### src/rtl/alu_ctrl_pipe.sv
// alu_ctrl_pipe
// Decodes a RISC-V style (alu_op, funct3, funct7, opcode) tuple into an ALU
// operation code plus an "illegal encoding" flag, and delivers the result
// through a 2-entry (output register + skid register) valid/ready pipeline.
// Two saturating statistics counters track delivered and illegal results.
//
// Handshake: a transfer happens on a rising clk edge where valid and ready
// are both 1. in_ready is registered and equals "skid register empty". Once
// out_valid is 1 it stays 1, and alu_ctrl/illegal/out_tag stay stable, until
// out_ready is 1 (or flush/reset empties the block).
//
// Ports:
//   clk, rst              clock, synchronous active-low reset
//   flush                 empty both entries next cycle, drop this cycle's input
//   in_valid / in_ready   input decode request handshake
//   alu_op, funct3, funct7, op, in_tag   decode request fields
//   out_valid / out_ready result handshake
//   alu_ctrl, illegal, out_tag           decoded result
//   cnt_total, cnt_illegal               saturating delivered / illegal counts
module alu_ctrl_pipe #(
  parameter int CTRL_W = 4,
  parameter int TAG_W  = 5,
  parameter int CNT_W  = 16
) (
  input  logic              clk,
  input  logic              rst,
  input  logic              flush,
  input  logic              in_valid,
  output logic              in_ready,
  input  logic [1:0]        alu_op,
  input  logic [2:0]        funct3,
  input  logic [6:0]        funct7,
  input  logic [6:0]        op,
  input  logic [TAG_W-1:0]  in_tag,
  output logic              out_valid,
  input  logic              out_ready,
  output logic [CTRL_W-1:0] alu_ctrl,
  output logic              illegal,
  output logic [TAG_W-1:0]  out_tag,
  output logic [CNT_W-1:0]  cnt_total,
  output logic [CNT_W-1:0]  cnt_illegal
);

  localparam logic [3:0] OP_ADD  = 4'b0000;
  localparam logic [3:0] OP_SUB  = 4'b0001;
  localparam logic [3:0] OP_XOR  = 4'b0010;
  localparam logic [3:0] OP_SLL  = 4'b0011;
  localparam logic [3:0] OP_SRA  = 4'b0100;
  localparam logic [3:0] OP_AND  = 4'b0101;
  localparam logic [3:0] OP_OR   = 4'b0110;
  localparam logic [3:0] OP_SLT  = 4'b0111;
  localparam logic [3:0] OP_SRL  = 4'b1000;
  localparam logic [3:0] OP_SLTU = 4'b1001;

  // Only op[5] (R-type vs I-type arithmetic) matters to the decode.
  logic unused_op;
  assign unused_op = ^{op[6], op[4:0]};

  // Returns {illegal, ctrl}.
  function automatic logic [4:0] decode(input logic [1:0] aop,
                                        input logic [2:0] f3,
                                        input logic [6:0] f7,
                                        input logic       op5);
    logic [3:0] c;
    logic       ill;
    logic       f7_zero;
    logic       f7_alt;
    c       = OP_ADD;
    ill     = 1'b0;
    f7_zero = (f7 == 7'b0000000);
    f7_alt  = (f7 == 7'b0100000);
    case (aop)
      2'b00: c = OP_ADD;
      2'b01: begin
        case (f3[2:1])
          2'b10:   c = OP_SLT;
          2'b11:   c = OP_SLTU;
          default: c = OP_SUB;
        endcase
      end
      default: begin
        // R-type and I-type share one funct3 table; only 000 differs.
        case (f3)
          3'b000:  c = (aop == 2'b10 && op5 && f7[5]) ? OP_SUB : OP_ADD;
          3'b001:  c = OP_SLL;
          3'b010:  c = OP_SLT;
          3'b011:  c = OP_SLTU;
          3'b100:  c = OP_XOR;
          3'b101:  c = f7[5] ? OP_SRA : OP_SRL;
          3'b110:  c = OP_OR;
          default: c = OP_AND;
        endcase
        if (aop == 2'b10) begin
          ill = !(f7_zero || (f7_alt && (f3 == 3'b000 || f3 == 3'b101)));
        end else begin
          ill = (f3 == 3'b001 && !f7_zero) ||
                (f3 == 3'b101 && !(f7_zero || f7_alt));
        end
        if (ill) c = OP_ADD;
      end
    endcase
    return {ill, c};
  endfunction

  logic [3:0] dec_ctrl;
  logic       dec_ill;

  always_comb begin
    {dec_ill, dec_ctrl} = decode(alu_op, funct3, funct7, op[5]);
  end

  logic              out_valid_q, out_valid_d;
  logic [3:0]        out_ctrl_q, out_ctrl_d;
  logic              out_ill_q, out_ill_d;
  logic [TAG_W-1:0]  out_tag_q, out_tag_d;
  logic              skid_valid_q, skid_valid_d;
  logic [3:0]        skid_ctrl_q, skid_ctrl_d;
  logic              skid_ill_q, skid_ill_d;
  logic [TAG_W-1:0]  skid_tag_q, skid_tag_d;
  logic              in_ready_q, in_ready_d;
  logic [CNT_W-1:0]  cnt_total_q, cnt_total_d;
  logic [CNT_W-1:0]  cnt_illegal_q, cnt_illegal_d;
  logic              accept;
  logic              fire;

  always_comb begin
    accept        = in_valid & in_ready_q;
    fire          = out_valid_q & out_ready;
    out_valid_d   = out_valid_q;
    out_ctrl_d    = out_ctrl_q;
    out_ill_d     = out_ill_q;
    out_tag_d     = out_tag_q;
    skid_valid_d  = skid_valid_q;
    skid_ctrl_d   = skid_ctrl_q;
    skid_ill_d    = skid_ill_q;
    skid_tag_d    = skid_tag_q;
    cnt_total_d   = cnt_total_q;
    cnt_illegal_d = cnt_illegal_q;

    // Counters see every fire, including one that coincides with flush.
    if (fire && cnt_total_q != {CNT_W{1'b1}}) begin
      cnt_total_d = cnt_total_q + 1'b1;
    end
    if (fire && out_ill_q && cnt_illegal_q != {CNT_W{1'b1}}) begin
      cnt_illegal_d = cnt_illegal_q + 1'b1;
    end

    if (flush) begin
      out_valid_d  = 1'b0;
      skid_valid_d = 1'b0;
    end else if (fire) begin
      // accept cannot coincide with a full skid: in_ready is 0 then.
      if (skid_valid_q) begin
        out_ctrl_d   = skid_ctrl_q;
        out_ill_d    = skid_ill_q;
        out_tag_d    = skid_tag_q;
        skid_valid_d = 1'b0;
      end else if (accept) begin
        out_ctrl_d = dec_ctrl;
        out_ill_d  = dec_ill;
        out_tag_d  = in_tag;
      end else begin
        out_valid_d = 1'b0;
      end
    end else if (accept) begin
      if (!out_valid_q) begin
        out_valid_d = 1'b1;
        out_ctrl_d  = dec_ctrl;
        out_ill_d   = dec_ill;
        out_tag_d   = in_tag;
      end else begin
        skid_valid_d = 1'b1;
        skid_ctrl_d  = dec_ctrl;
        skid_ill_d   = dec_ill;
        skid_tag_d   = in_tag;
      end
    end

    in_ready_d = !skid_valid_d;
  end

  always_ff @(posedge clk) begin
    if (!rst) begin
      out_valid_q   <= 1'b0;
      out_ctrl_q    <= '0;
      out_ill_q     <= 1'b0;
      out_tag_q     <= '0;
      skid_valid_q  <= 1'b0;
      skid_ctrl_q   <= '0;
      skid_ill_q    <= 1'b0;
      skid_tag_q    <= '0;
      in_ready_q    <= 1'b0;
      cnt_total_q   <= '0;
      cnt_illegal_q <= '0;
    end else begin
      out_valid_q   <= out_valid_d;
      out_ctrl_q    <= out_ctrl_d;
      out_ill_q     <= out_ill_d;
      out_tag_q     <= out_tag_d;
      skid_valid_q  <= skid_valid_d;
      skid_ctrl_q   <= skid_ctrl_d;
      skid_ill_q    <= skid_ill_d;
      skid_tag_q    <= skid_tag_d;
      in_ready_q    <= in_ready_d;
      cnt_total_q   <= cnt_total_d;
      cnt_illegal_q <= cnt_illegal_d;
    end
  end

  always_comb begin
    alu_ctrl      = '0;
    alu_ctrl[3:0] = out_ctrl_q;
  end

  assign in_ready    = in_ready_q;
  assign out_valid   = out_valid_q;
  assign illegal     = out_ill_q;
  assign out_tag     = out_tag_q;
  assign cnt_total   = cnt_total_q;
  assign cnt_illegal = cnt_illegal_q;

endmodule

### config.mk
export PLATFORM = sky130hd
export DESIGN_NAME = alu_ctrl_pipe
export DESIGN_NICKNAME = d
export VERILOG_FILES = /design/src/rtl/alu_ctrl_pipe.sv
export SDC_FILE = /design/constraint.sdc
export NUM_CORES = 1
export LEC_CHECK = 0
export CORE_MARGIN = 5
export CORE_UTILIZATION = 39
export CTS_BUF_LIST = sky130_fd_sc_hd__clkbuf_16
export DETAILED_ROUTE_END_ITERATION = 8
export PLACE_DENSITY = 0.65
export SLEW_MARGIN = 20
export SYNTH_ARGS = -nofsm -noshare
export SYNTH_HDL_FRONTEND = slang
export SYNTH_SLANG_ARGS = --single-unit
### constraint.sdc
create_clock -name clk -period 2.55 [get_ports clk]
set_clock_uncertainty 0.1 [all_clocks]
set_input_delay 0.255 -clock clk [delete_from_list [all_inputs] [get_ports clk]]
set_output_delay 0.255 -clock clk [all_outputs]
set_load 0.05 [all_outputs]
==> impl_metrics.tcl <==
set metrics [dict create \
    clk_pin_slew_ps 70 \
    drive_gt1_share_pct 10.20 \
    synth-compound-area-share_pct 15.10 \
    setup_violations 0 \
    hold_violations 0 \
    grt_pass1_wl_mm 11.38 \
    final_util_pct 53.73 \
    initial_utilization_pct 40.54 \
    synth_nets 356 \
    max_stage_delay_ps 870 \
    core_area_um2 6907 \
    clock_latency_ps 290 \
    io_buffer_count 66 \
    num_rows 30 \
    dr.pass1.iters 4 \
    async_flop_share_pct 0 \
    synthMuxAreaShare_pct 1.430 \
    synth_cells 325 \
    drv_slew 0 \
    reg2reg_to "cnt_illegal[9]$_SDFFE_PN0P_" \
    drt_iter0_drc 93 \
    cp_slowest_cell "clkdlybuf4s50_1" \
    p_leak_nw 1.243 \
    crit_arrival_ps 1670 \
    grt_pass1_vias 2422 \
    synthAdderAreaFrac_pct 0.8937 \
    syn2layout_area_growth_pct 32.53 \
    crit_buf_inv 1 \
    fmax_ghz 0.4948 \
    grt_setup_unrepaired "false" \
    holdPathStages 2 \
    worst_hold_path_type "flip-flop to flip-flop" \
    cts_tree "done" \
    ys_ff_latch 55 \
    ir_drop_v 0.0003559 \
    vias 2480 \
    antenna_found_initial 0 \
    grt_max_degree 27 \
    synth_area_per_cell_um2 8.616 \
    htree_levels 2 \
    total_power_w 0.001814 \
    reg2regPathDepth 5 \
    max_slew.worst_pin.slew_ps 526.6 \
    synth_edf_count 0 \
    crit_chain "clkdlybuf4s50_1" \
    path_max_fanout 11 \
    synth_top_family_by_area "simple AND/OR/NAND/NOR gates" \
    route.detailed.drc 0 \
    start_kind "flip-flop" \
    cts.sinks 55 \
    synth-simple-area-share_pct 30.38 \
    r2r_slack_ps 590 \
    syn_area_um2 2800 \
    crit_family "buffers and inverters" \
    regArea_um2 1101 \
    grt_overflow 0 \
    die-area_um2 8975 \
    place_congestion 0.8336 \
    nNetsFinal 422 \
    cts-buffers-inserted 5 \
    ys_types 55 \
    io_pins 73 \
    outcome "completed" \
    wl_per_cell_um 13.56 \
    grtUsageTotal_pct 15.69 \
    whs_ps 356.2 \
    clock_path_buffers 2 \
    vias_per_cell 5.082 \
    cts_hold_buf 0 \
    powerDensity_nw_per_um2 488.9 \
    die_w_um 94.74 \
    min_from "skid_ill_q$_SDFFE_PN0P_" \
    fin_tns_setup_ps 0 \
    drtAntennaViolNets 0 \
    cap_violations 0 \
    seq_area_frac_synth_pct 39.32 \
    post-dp-hpwl_mm 4.906 \
    wl_mm 6.615 \
    ys.warnings.count 0 \
    post_cts_buffers 0 \
    r2r-start "out_valid$_SDFFE_PP0P_" \
    fin_crit_sh_pct 79.26 \
    hold_end "skid_ill_q$_SDFFE_PN0P_" \
    endpoint_kind "primary output" \
    fin_crit_ps 2021 \
    synth_ff_type "dfxtp_1" \
    synthXorXnorAreaFrac_pct 8.132 \
    multi_input_area_um2 1567 \
    cts.repair.resized 0 \
    root_buffer "clkbuf_16" \
    diodes 0 \
    die_h_um 94.74 \
    fill_cells 673 \
    critPathRequiredTime_ps 2190 \
    max-slew-margin-rel_pct 64.78 \
    critPathKind "flip-flop to primary output" \
]
[state kept, by name, indices dropped and copies added, names as in the netlist]
name	cells
out_tag	5
cnt_illegal	16
skid_tag_q	5
skid_valid_q	1
cnt_total	16
skid_ctrl_q	4
out_valid	1
alu_ctrl	4
in_ready	1
illegal	1
skid_ill_q	1
[cell type report]
cell class | count | area share, %
clock inverters | 3 | 1.045
flip-flops and latches | 55 | 29.67
inverters | 11 | 1.113
multi-input cells | 246 | 42.21
clock buffers | 5 | 3.372
well taps | 96 | 3.237
repair buffers | 72 | 19.35
[where the power goes]
group	internal, W	switching [W]	leakage (nW)
Clock	0.000458	0.000297	0.0812
Sequential	0.000869	0.00000784	0.445
Combinational	0.0000795	0.000102	0.717
Total	0.00141	0.000407	1.24
[cell usage in the layout, fill, tap and decap left out, types with 2 or more instances in the layout]
cell type,instances
clkdlybuf4s50_1,66
dfxtp_1,55
nor2_1,45
nand2_1,43
xnor2_1,24
a21oi_1,17
nand3_1,14
inv_1,10
o21ai_0,9
a31oi_1,7
a311oi_1,6
nor3_1,6
a211oi_1,6
nand4_1,5
clkbuf_16,5
buf_4,5
and3_1,4
nor4_2,4
mux2i_1,4
nor4_1,4
and2b_2,4
nand2b_1,3
nand3b_1,3
o211ai_1,3
clkinv_1,2
or2_2,2
or2b_2,2
nor3b_1,2
xor2_1,2
ha_1,2
[metal layers]
metal / routed length [um] / track usage [%]
met1: 3192 / 21.66
met2: 3065 / 24.54
met3: 291 / 3.108
met4: 65 / 5.048
met5: 0 / 0
[synth_stat cells (all sizes together) (8+ instances only)]
master / number / share of area, %
a21oi: 17 / 3.0
xnor2: 24 / 7.5
dfxtp: 55 / 39
nor2: 45 / 6.0
o21ai: 9 / 1.6
a31oi: 8 / 2.0
nor4: 9 / 3.4
nand2: 43 / 5.8
inv: 10 / 1.3
nand3: 15 / 2.9
clkbuf: 11 / 2.9
[how the worst max path moves through the flow]
stage | from | to | depth (start not counted)
floorplan | cnt_total[0]$_SDFFE_PN0P_ | cnt_total[5]$_SDFFE_PN0P_ | 6
CTS | out_valid$_SDFFE_PP0P_ | out_valid | 1
detailed placement | out_ready | cnt_illegal[9]$_SDFFE_PN0P_ | 6
global placement | out_ready | cnt_illegal[9]$_SDFFE_PN0P_ | 6
finish | out_valid$_SDFFE_PP0P_ | out_valid | 1
global route | cnt_total[0]$_SDFFE_PN0P_ | cnt_total[5]$_SDFFE_PN0P_ | 6
[kinds of logic after synthesis]
| kind of cell | Yosys count |
|---|---|
| AND/OR/NAND/NOR | 155 |
| AO/OA/AOI/OAI | 59 |
| flip-flops | 55 |
| XOR/XNOR | 26 |
| buffers and inverters | 24 |
| multiplexers | 4 |
| adder cells (fa/ha/maj) | 2 |
[metrics by stage]
stage | cell area (um^2) | cells | setup WS, ps
final | 3711 | 488 | 528.8
after global routing | 3711 | 488 | 349.2
after CTS | 3711 | 488 | 514.7
after detailed placement | 3547 | 480 | 247.5
after global placement | 3547 | 480 | 278.4
after floorplan | 2800 | 325 | 254.6
(Power assumes the default switching activity.)
